### config.mk
export PLATFORM = sky130hd
export DESIGN_NAME = fetch
export DESIGN_NICKNAME = d
export VERILOG_FILES = /design/src/rtl/fetch.sv
export SDC_FILE = /design/constraint.sdc
export NUM_CORES = 1
export LEC_CHECK = 0
export ABC_AREA = 1
export BUFFER_PORTS_ARGS = -buffer_cell sky130_fd_sc_hd__buf_2
export CAP_MARGIN = 10
export CELL_PAD_IN_SITES_DETAIL_PLACEMENT = 1
export CELL_PAD_IN_SITES_GLOBAL_PLACEMENT = 1
export CORE_MARGIN = 2
export CORE_UTILIZATION = 30
export DETAILED_ROUTE_END_ITERATION = 8
export GPL_TIMING_DRIVEN = 0
export PLACE_DENSITY_LB_ADDON = 0.2
export SYNTH_ARGS = -nofsm -noshare
export SYNTH_HDL_FRONTEND = slang
export SYNTH_SLANG_ARGS = --single-unit
### constraint.sdc
create_clock -name clk -period 2.84 [get_ports clk]
set_clock_uncertainty 0.1 [all_clocks]
set_input_delay 0.142 -clock clk [delete_from_list [all_inputs] [get_ports clk]]
set_output_delay 0.142 -clock clk [all_outputs]
set_load 0.005 [all_outputs]
### src/rtl/fetch.sv
// Instruction fetch stage: drives instruction-memory port 0 and tracks two in-flight read slots so that
// pc_out/bubble_out line up with mem_out_0. Optional `FETCH_PERF_EN adds the fetch_bubble_count port.
module fetch #(
  parameter logic [31:0] RESET_PC = 32'h0000_0400
) (
  input  logic        clk,
  input  logic        rst,
  input  logic        stall,
  input  logic        halt,
  input  logic        redirect,
  input  logic [31:0] redirect_pc,
  output logic [31:0] mem_addr_0,
  output logic        mem_re_0,
  output logic [31:0] pc_out,
  output logic        bubble_out
`ifdef FETCH_PERF_EN
  ,
  output logic [31:0] fetch_bubble_count
`endif
);

  logic [31:0] fetch_pc;
  logic [31:0] pc1;
  logic        v1;

  logic        advance;
  logic        take_redirect;
  logic [31:0] redirect_aligned;

  assign advance          = !halt && !stall && !redirect;
  assign take_redirect    = !halt && redirect;
  assign redirect_aligned = redirect_pc & 32'hFFFF_FFFC;

  assign mem_addr_0 = fetch_pc;
  assign mem_re_0   = !rst && !halt && !stall;

  always_ff @(posedge clk or posedge rst) begin
    if (rst) begin
      fetch_pc <= RESET_PC;
    end else if (take_redirect) begin
      fetch_pc <= redirect_aligned;
    end else if (advance) begin
      fetch_pc <= fetch_pc + 32'd4;
    end
  end

  // A redirect squashes slot 1 and the output slot; the word already in slot 1 becomes the second bubble.
  always_ff @(posedge clk or posedge rst) begin
    if (rst) begin
      pc1        <= '0;
      v1         <= 1'b0;
      pc_out     <= '0;
      bubble_out <= 1'b1;
    end else if (take_redirect) begin
      v1         <= 1'b0;
      bubble_out <= 1'b1;
    end else if (advance) begin
      pc1        <= fetch_pc;
      v1         <= 1'b1;
      pc_out     <= pc1;
      bubble_out <= !v1;
    end
  end

`ifdef FETCH_PERF_EN
  always_ff @(posedge clk or posedge rst) begin
    if (rst) begin
      fetch_bubble_count <= '0;
    end else if (!halt && !stall && bubble_out) begin
      fetch_bubble_count <= fetch_bubble_count + 32'd1;
    end
  end
`endif

endmodule

; ---- Word level (Yosys, flattened, before mapping)
; Index checks and enable logic that the tools add are counted.
[op_classes]
n_mul = 0
shifts = 0
bitwise_logic = 1
n_eq_ne = 0
add_sub_neg = 1
muxes = 6
n_div = 0
magnitude_cmp = 0
reduce_logical = 12
[ops]
columns = cell, n
row1 = $mux 32, 2
row2 = $add 32x3->32 const B, 1
row3 = $logic_and 1x1->1, 5
row4 = $logic_not 1->1, 5
row5 = $mux 1, 4
row6 = $reduce_and 2->1, 1
row7 = $reduce_bool 2->1, 1
row8 = $not 1->1, 1
[word_totals]
mem_count = 0
out_inout_bits = 66
reg_bits = 98
ramBits = 0
latchBits = 0
rom_bits = 0
wordCells = 25

; ---- Longest topological paths before layout
; Gate-level depths: netlist of run 1.
[logic_depth]
ltp_word = 5
depth_mapped = 10
depth_no_buf = 10

; ---- Least setup slack after synthesis of run 1
; No wires, ideal clock.
[synth_path]
path_kind = register to register
startpoint = register fetch_pc[3], in the netlist mem_addr_0[3]
endpoint = register fetch_pc[30], in the netlist mem_addr_0[30]
required_time_ns = 2.613
path_stages_with_launch = 11
arrival_ns = 1.289
path_slack_ns = 1.324
setup_time_ns = 0.127
path_buffers = 0
path_cell_list = dfrtp_1 ha_1 nand2_1 nor2_2 nand2_2 nor2_4 nand2_2 clkinv_1 nand2_1 nand2_1 nand3b_1
[synth_via]
elab_chain_cells = 3
[synth_lines]
columns = item, line_no
row1 = from (decl), 22  ; logic [31:0] fetch_pc;
row2 = from (signal assigned), 41  ; fetch_pc <= redirect_aligned;
row3 = from (signal assigned), 43  ; fetch_pc <= fetch_pc + 32'd4;
row4 = $add 32x3->32, 43
row5 = $mux 32, 42  ; end else if (advance) begin
row6 = $mux 32, 40  ; end else if (take_redirect) begin
; Every way passes these cells. The select of a mux whose other input is x is not followed.
; A chain may end at the register's enable or synchronous reset.

; ---- Final worst setup path of run 1
[layout_path]
startpoint = register fetch_pc[3], in the netlist mem_addr_0[3]
endpoint = register fetch_pc[28], in the netlist mem_addr_0[28]
; Same word-level chain as after synthesis.

==> metrics.md, run 1 <==
| Metric | Value |
|---|---|
| Antenna Nets Post-Route | 0 |
| Crit Reg-Reg Startpoint | mem_addr_0[3] |
| Initial Util | 0.3048 |
| Primary FF master, synth | dfrtp_1 |
| Maximum clock rate | 519.5 MHz |
| GR Util met1 | 0.2640 |
| Most instantiated cells after synthesis | 222 x nand2_1, 90 x dfrtp_1, 65 x inv_1 |
| Synthesized cell area | 4617 um^2 |
| Synth top area share | 0.4878 |
| Data required, critical path | 2.97 ns |
| Slew HR | 0.5574 |
| Setup crit end kind | flip-flop |
| Setup violators final | 0 |
| Worst setup SP type | flip-flop |
| First-pass GRT wire length | 24.60 mm |
| Max-slew violation count | 0 |
| Count leader, synth | nand2_1 |
| Fin nets | 768 |
| Worst Setup Path Type | reg2reg |
| Vias | 4439 |
| GR Util met2 | 0.3227 |
| Total track usage | 0.1953 |
| Hold crit path type | in2reg |
| Reg-to-reg setup timing slack | 0.92 ns |
| HPWL after DPL | 11.64 mm |
| Largest net degree at the start of global routing | 58 |
| Vias in the first global route | 4586 |
| FP Rows | 45 |
| Pre-antenna DRT Iters | 4 |
| Clock Tree Buf Depth | 2 |
| Compound-gate portion of the synthesized area | 0.09377 |
| Final hold vios | 0 |
| Number of synthesis warnings | 0 |
| CP max FO | 5 |
| Top-Level Pins | 103 |
| Xor and xnor area share after synthesis | 0.001897 |
| Via/cell ratio | 4.809 |
| CTS H-Tree Depth | 3 |
| Number of cells on the worst hold path | 4 |
| Cell accounting for the most synthesized area | dfrtp_1 |
| Horiz. Die Dim | 128.1 um |
| Post-Route Utilization | 0.3811 |
| Final wirelength | 15.36 mm |
| Simple-gate area share of the yosys netlist | 0.3060 |
| Status | finished clean |
| I/O Buffers | 96 |
| Number of flops mapped to enable cells by yosys | 0 |
| RePlAce Congestion | 0.8411 |
| Clock Latency Late Sink | 0.35 ns |
| Worst Min Path Start | redirect_pc[27] |
| Clock Pin Slew Worst Setup and Hold Paths | 0.07 ns |
| Minimum clock period after layout | 1.925 ns |
| Initial antenna violation count | 0 |
| Setup_tns | 0 ns |
| Worst Reg2Reg Path Length in Cells | 8 |
| Crit path DAT | 2.06 ns |
| Clock Sink Count | 92 |
| Ant. Diodes | 0 |
| Chip height | 128.1 um |
| Largest cells by area after synthesis | dfrtp_1 49%, nand2_1 18%, o21ai_0 5.7% |
| Post-Synth Adder-Cell Area | 0.002710 |
| Share of layout cells above drive strength 1 | 0.2068 |
| Remaining Overflow, GRT | 0 |
| Register area share after synthesis | 0.4992 |
| CTS buffer count | 9 |
| Worst ir drop on vdd | 0.0003247 V |
| Worst r2r dst | mem_addr_0[28] |
| Netlist cell types | 30 |
| Unrepaired setup endpoints after global routing | false |
| Mean post-synth cell area | 7.556 um^2 |
| Leak | 3.020 nW |
| Routed len/inst | 16.64 um |
| Core area | 15150 um^2 |
| Portion of netlist area occupied by mux cells | 0 |
| Origin of the worst setup path | mem_addr_0[3] |
| Hold path endpoint | mem_addr_0[27] |
| GR Util met3 | 0.02922 |
| Post-CTS sizing | 0 |
| Final Cycle Share | 0.6777 |
| DRT iter0 DRCs | 204 |
| DRC | 0 |
| CTS tree | built |
| Synth Instances | 611 |
| Area growth from synthesis to layout | 25.01% |
| FF+latch count, synth | 92 |
| PwrDens | 692.1 nW/um^2 |
| Slew @ Worst Pin | 0.6640 ns |
| Post CTS Setup Buffer Count | 0 |
| Die area | 16400 um^2 |
| Max_cap viols | 0 |
| Clk root buf | clkbuf_16 |
| Combinational family with the most area after synthesis | simple AND/OR/NAND/NOR gates |
| Ys async rst share | 1.000 |
| Most Crowded Layer GR | met2 |
==> registers in the layout (all words and copies together), names as in the netlist <==
register    cells
v1              1
pc_out         30
bubble_out      1
mem_addr_0     30
pc1            30
==> worst max-delay path, stage by stage, from the launching register on <==
cell and delay (ns):
dfrtp_1 0.41, ha_1 0.23, nand3_1 0.10, nor2_1 0.21, nand2_1 0.23, nor3_4 0.29, nand2_1 0.09, nand2_1 0.07
nand3b_1 0.08
==> layout make-up <==
cell class | instances | area [um^2]
fillers | 1871 | 9374
well taps | 188 | 235.2
clock inverters | 5 | 85.08
plain buffers | 28 | 175.2
multi-input cells | 423 | 1882
repair buffers | 105 | 588.1
clock buffers | 11 | 232.7
flip-flops and latches | 92 | 2305
inverters | 71 | 269.0
==> cells by family after synthesis <==
family | after synthesis
compound gates | 81
xor+xnor | 1
fa+ha+maj | 1
buf+inv | 99
flops | 92
other cells | 1
simple gates | 336
==> per-layer routing <==
layer	up-vias	wire length, um
met4	0	255
met2	89	7354
met5	-	0
li1	2140	-
met3	17	638
met1	2193	7107
==> power by group <==
group | switching [W] | leakage (nW) | total [W] | internal (W)
Combinational | 0.000510 | 1.76 | 0.000860 | 0.000350
Sequential | 0.000229 | 1.11 | 0.00181 | 0.00158
Clock | 0.000550 | 0.150 | 0.00133 | 0.000778
Total | 0.00129 | 3.02 | 0.00399 | 0.00271
==> placed cells by master (no fill, tap or decap) <==
cell	n
nand3_2	1
nand3_1	31
buf_2	101
a31oi_1	1
inv_4	1
bufinv_16	2
o21ai_0	53
buf_4	9
a211oi_1	2
dfstp_2	2
o21ai_1	1
clkbuf_1	12
nor3_4	1
nand4_1	2
inv_6	1
nor2_1	52
nand2_2	4
clkinvlp_4	1
xor2_1	1
dfrtp_1	90
a21oi_1	13
nand2_1	222
clkbuf_16	9
clkinv_1	2
ha_1	1
inv_2	4
o211ai_1	6
nand3b_1	7
nor2_2	6
nor3_1	6
dlygate4sd3_1	8
o22ai_1	5
buf_16	1
nor2_4	4
clkinv_4	1
conb_1	4
inv_1	64
buf_6	4
==> per-stage QoR <==
step	setup WS [ns]	cell area, um^2	power (W)	hold WS, ns	cells
detailed placement	0.9623	5374	0.002694	0.1315	899
CTS	0.9456	5772	0.004031	0.0001213	923
floorplan	0.2093	4628	0.002258	0.1811	614
finish	0.9153	5772	0.003995	0.001063	923
global placement	-1.132	5344	0.002648	0.2915	898
global route	0.8245	5772	0.004236	0.02505	923
==> repair_timing <==
item,in CTS,in global routing
hold buffers,8,0
setup endpoints to repair,0,0
endpoints found under the hold margin,41,0
==> worst max-delay path by stage <==
| stage | to | slack, ns | cells after the start |
|---|---|---|---|
| 3_3_place_gp | pc_out[21] | -1.13 | 2 |
| 5_1_grt | mem_addr_0[24] | 0.82 | 8 |
| 2_1_floorplan | mem_addr_0[11] | 0.21 | 1 |
| 4_1_cts | mem_addr_0[28] | 0.95 | 8 |
| 3_5_place_dp | mem_addr_0[28] | 0.96 | 8 |
| 6_report | mem_addr_0[28] | 0.92 | 8 |
No activity file was read; power rests on OpenSTA's default activity.
==> run 2, diff against run 1 <==
--- a/config.mk
+++ b/config.mk
@@ -5,7 +5,7 @@
 export SDC_FILE = /design/constraint.sdc
 export NUM_CORES = 1
 export LEC_CHECK = 0
-export ABC_AREA = 1
+export ABC_AREA = 0
 export BUFFER_PORTS_ARGS = -buffer_cell sky130_fd_sc_hd__buf_2
 export CAP_MARGIN = 10
 export CELL_PAD_IN_SITES_DETAIL_PLACEMENT = 1
==> constraint.sdc (replaced) <==
create_clock -name clk -period 1.7 [get_ports clk]
set_clock_uncertainty 0.1 [all_clocks]
set_input_delay 0.085 -clock clk [delete_from_list [all_inputs] [get_ports clk]]
set_output_delay 0.085 -clock clk [all_outputs]
set_load 0.005 [all_outputs]
==> run 2 against run 1 <==
The flow now finishes with violations (negative setup slack). First-iteration DRC count is 26% lower. Worst setup slack worse by 1.0 ns. Global-route usage down 0.66 points. Flip-flop and latch count is the same. Count of clock-buffer cells in the layout rose by 1. Sequential power grew 60%. Critical path depth fell by 3.
==> metrics.md, run 2 <==
| Metric | Value |
|---|---|
| Critical Path Stages | 5 |
| Clk root buf | clkbuf_16 |
| Slew @ Worst Pin | 0.5824 ns |
| Initial antenna violation count | 0 |
| CP cell instances | nand4_4 > or2_1 > or4_4 > mux2i_1 > a211o_1 |
| Post-Route Utilization | 0.4486 |
| Violated checks | negative setup slack |
| Number of flops mapped to enable cells by yosys | 0 |
| CTS tree | built |
| Clock Pin Slew Worst Setup and Hold Paths | 0.07 ns |
| Total track usage | 0.1886 |
| Ant. Diodes | 0 |
| Cell accounting for the most synthesized area | dfrtp_1 |
| Clock Tree Buf Depth | 2 |
| Most frequent cells in the layout | 216 x nand2_1, 96 x buf_2, 74 x dfrtp_1, 31 x dlygate4sd3_1, 29 x buf_4 |
| DRT iter0 DRCs | 150 |
| Worst setup SP type | flip-flop |
| Setup_tns | -0.6880 ns |
| CTS H-Tree Depth | 3 |
| CP max FO | 2 |
| Synth Instances | 475 |
| Hold crit path type | in2reg |
| Antenna Nets Post-Route | 0 |
| Setup ws final | -0.1180 ns |
| Maximum clock rate | 550.1 MHz |
| Vias in the first global route | 4161 |
| Routed len/inst | 15.75 um |
| Critical path's top delay family | simple AND/OR/NAND/NOR gates |
| Cell total after placement | 751 |
| Chip height | 121.1 um |
| CTS buffer count | 9 |
| Worst ir drop on vdd | 0.0004202 V |
| Worst Reg2Reg Path Length in Cells | 5 |
| Clock share of power | 0.335 |
| Worst Setup Path Type | reg2reg |
| Psw | 0.001764 W |
| Status | complete, but fails checks |
| Largest net degree at the start of global routing | 42 |
| Crit path DAT | 1.95 ns |
| Number of synthesis warnings | 0 |
| Share of layout cells above drive strength 1 | 0.3185 |
| Via/cell ratio | 4.703 |
| FF+latch count, synth | 92 |
| Minimum clock period after layout | 1.818 ns |
| Data required, critical path | 1.83 ns |
| Total power | 0.006163 W |
| PwrDens | 1033 nW/um^2 |
| Die area | 14670 um^2 |
| GR Util met2 | 0.3150 |
| Fin nets | 686 |
| Final wirelength | 13.06 mm |
| GR Util met1 | 0.2486 |
| Max_cap viols | 0 |
| RePlAce Congestion | 0.7622 |
| I/O Buffers | 95 |
| Int Power | 0.004399 W |
| HPWL after DPL | 8.912 mm |
| Remaining Overflow, GRT | 0 |
| Primary FF master, synth | dfrtp_1 |
| FP Rows | 42 |
| Ys async rst share | 1.000 |
| Most instantiated cells after synthesis | 219 x nand2_1, 90 x dfrtp_1, 26 x o21ai_0 |
| Final Cycle Share | 1.069 |
| Setup crit end kind | flip-flop |
| Register area share after synthesis | 0.5600 |
| Top-Level Pins | 103 |
| Sw Ratio | 0.2862 |
| First-pass GRT wire length | 21.43 mm |
| Clock Latency Late Sink | 0.35 ns |
| Pre-antenna DRT Iters | 4 |
| Max-slew violation count | 0 |
| Finished Layout Cells | 829 |
| Slowest cell delay on critical path | 0.49 ns |
| DRC | 0 |
| Core area | 13300 um^2 |
| Final hold vios | 0 |
| Netlist cell types | 39 |
| GR Util met3 | 0.03008 |
| Area growth from synthesis to layout | 44.94% |
| Clock Sink Count | 92 |
| Count leader, synth | nand2_1 |
| Vias | 3899 |
| Number of cells on the worst hold path | 4 |
| CP bufs+invs | 0 |
| Leak | 3.023 nW |
| Initial Util | 0.3095 |
| Slowest-stage cell, CP | or4_4 |
| Commonest non-fill, non-tap cell in the layout | nand2_1 |
| Synth top area share | 0.5473 |
| Largest cells by area after synthesis | dfrtp_1 55%, nand2_1 20%, o21ai_0 3.2% |
| Mean post-synth cell area | 8.664 um^2 |
| Slew HR | 0.6117 |
| Setup violators final | 11 |
| Horiz. Die Dim | 121.1 um |
| Seq pwr share | 0.470 |
| Unrepaired setup endpoints after global routing | true |
| Synthesized cell area | 4115 um^2 |
| Comb pwr share | 0.195 |
| Most Crowded Layer GR | met2 |
==> run 2: cell type report <==
type | count | area (um^2)
fillers | 1581 | 7331
flip-flops and latches | 92 | 2325
multi-input cells | 356 | 1868
repair buffers | 160 | 1101
clock buffers | 12 | 256.5
well taps | 176 | 220.2
plain buffers | 25 | 127.6
clock inverters | 4 | 47.55
inverters | 4 | 18.77
==> run 2: worst paths after layout <==
path | start | to | slack (ns)
setup / recovery | mem_addr_0[14] | mem_addr_0[31] | -0.12
hold / removal | redirect | mem_addr_0[8] | 0.07
setup reg to reg | mem_addr_0[14] | mem_addr_0[31] | -0.12
hold reg to reg | pc1[27] | pc_out[27] | 0.37
max in group asynchronous | rst | mem_addr_0[10] | 0.68
min in group asynchronous | rst | pc_out[30] | 0.22
==> run 2: worst register-to-register path, cell delays in order (launching register included) <==
cell	delay, ns
dfrtp_1	0.40
nand4_4	0.10
or2_1	0.25
or4_4	0.49
mux2i_1	0.13
a211o_1	0.23
==> run 2: power groups by stage <==
stage,clock [W],combinational (W),sequential (W)
detailed placement,0,0.000981,0.00296
global placement,0,0.000934,0.00295
floorplan,0,0.000490,0.00291
finish,0.00207,0.00120,0.00290
CTS,0.00212,0.00117,0.00290
global route,0.00222,0.00136,0.00296
==> run 2: kinds of logic after synthesis <==
group,count (synthesis),share of synthesized area
XOR/XNOR,24,0.05108
AO/OA/AOI/OAI,43,0.05990
adder cells (fa/ha/maj),1,0.003040
multiplexers,1,0.002432
flip-flops,92,0.5600
AND/OR/NAND/NOR,283,0.2907
buffers and inverters,30,0.03192
other,1,0.0009113
==> run 2: what timing repair did <==
| action | in CTS | in global routing |
|---|---|---|
| pin swaps | 15 | 12 |
| gates resized for setup | 36 | 42 |
| endpoints found under the hold margin | 47 | 0 |
| gates cloned | 0 | 0 |
| hold buffers | 31 | 0 |
| buffers inserted | 23 | 10 |
| setup endpoints to repair | 46 | 65 |
==> run 2: layer usage <==
layer,share of wire,wire length (um)
met2,0.48,6330
met5,0,0
met4,0.017,226
met1,0.47,6091
met3,0.031,410
==> run 2: metrics by stage <==
stage / hold WS [ns] / cell area, um^2 / setup slack [ns]
final: 0.07223 / 5964 / -0.1180
after global routing: 0.1213 / 5964 / -0.2362
after CTS: 0.05561 / 5801 / -0.1960
after detailed placement: 0.05080 / 4906 / -0.4740
after global placement: 0.1877 / 4866 / -0.4375
after floorplan: 0.09138 / 4170 / -0.2903
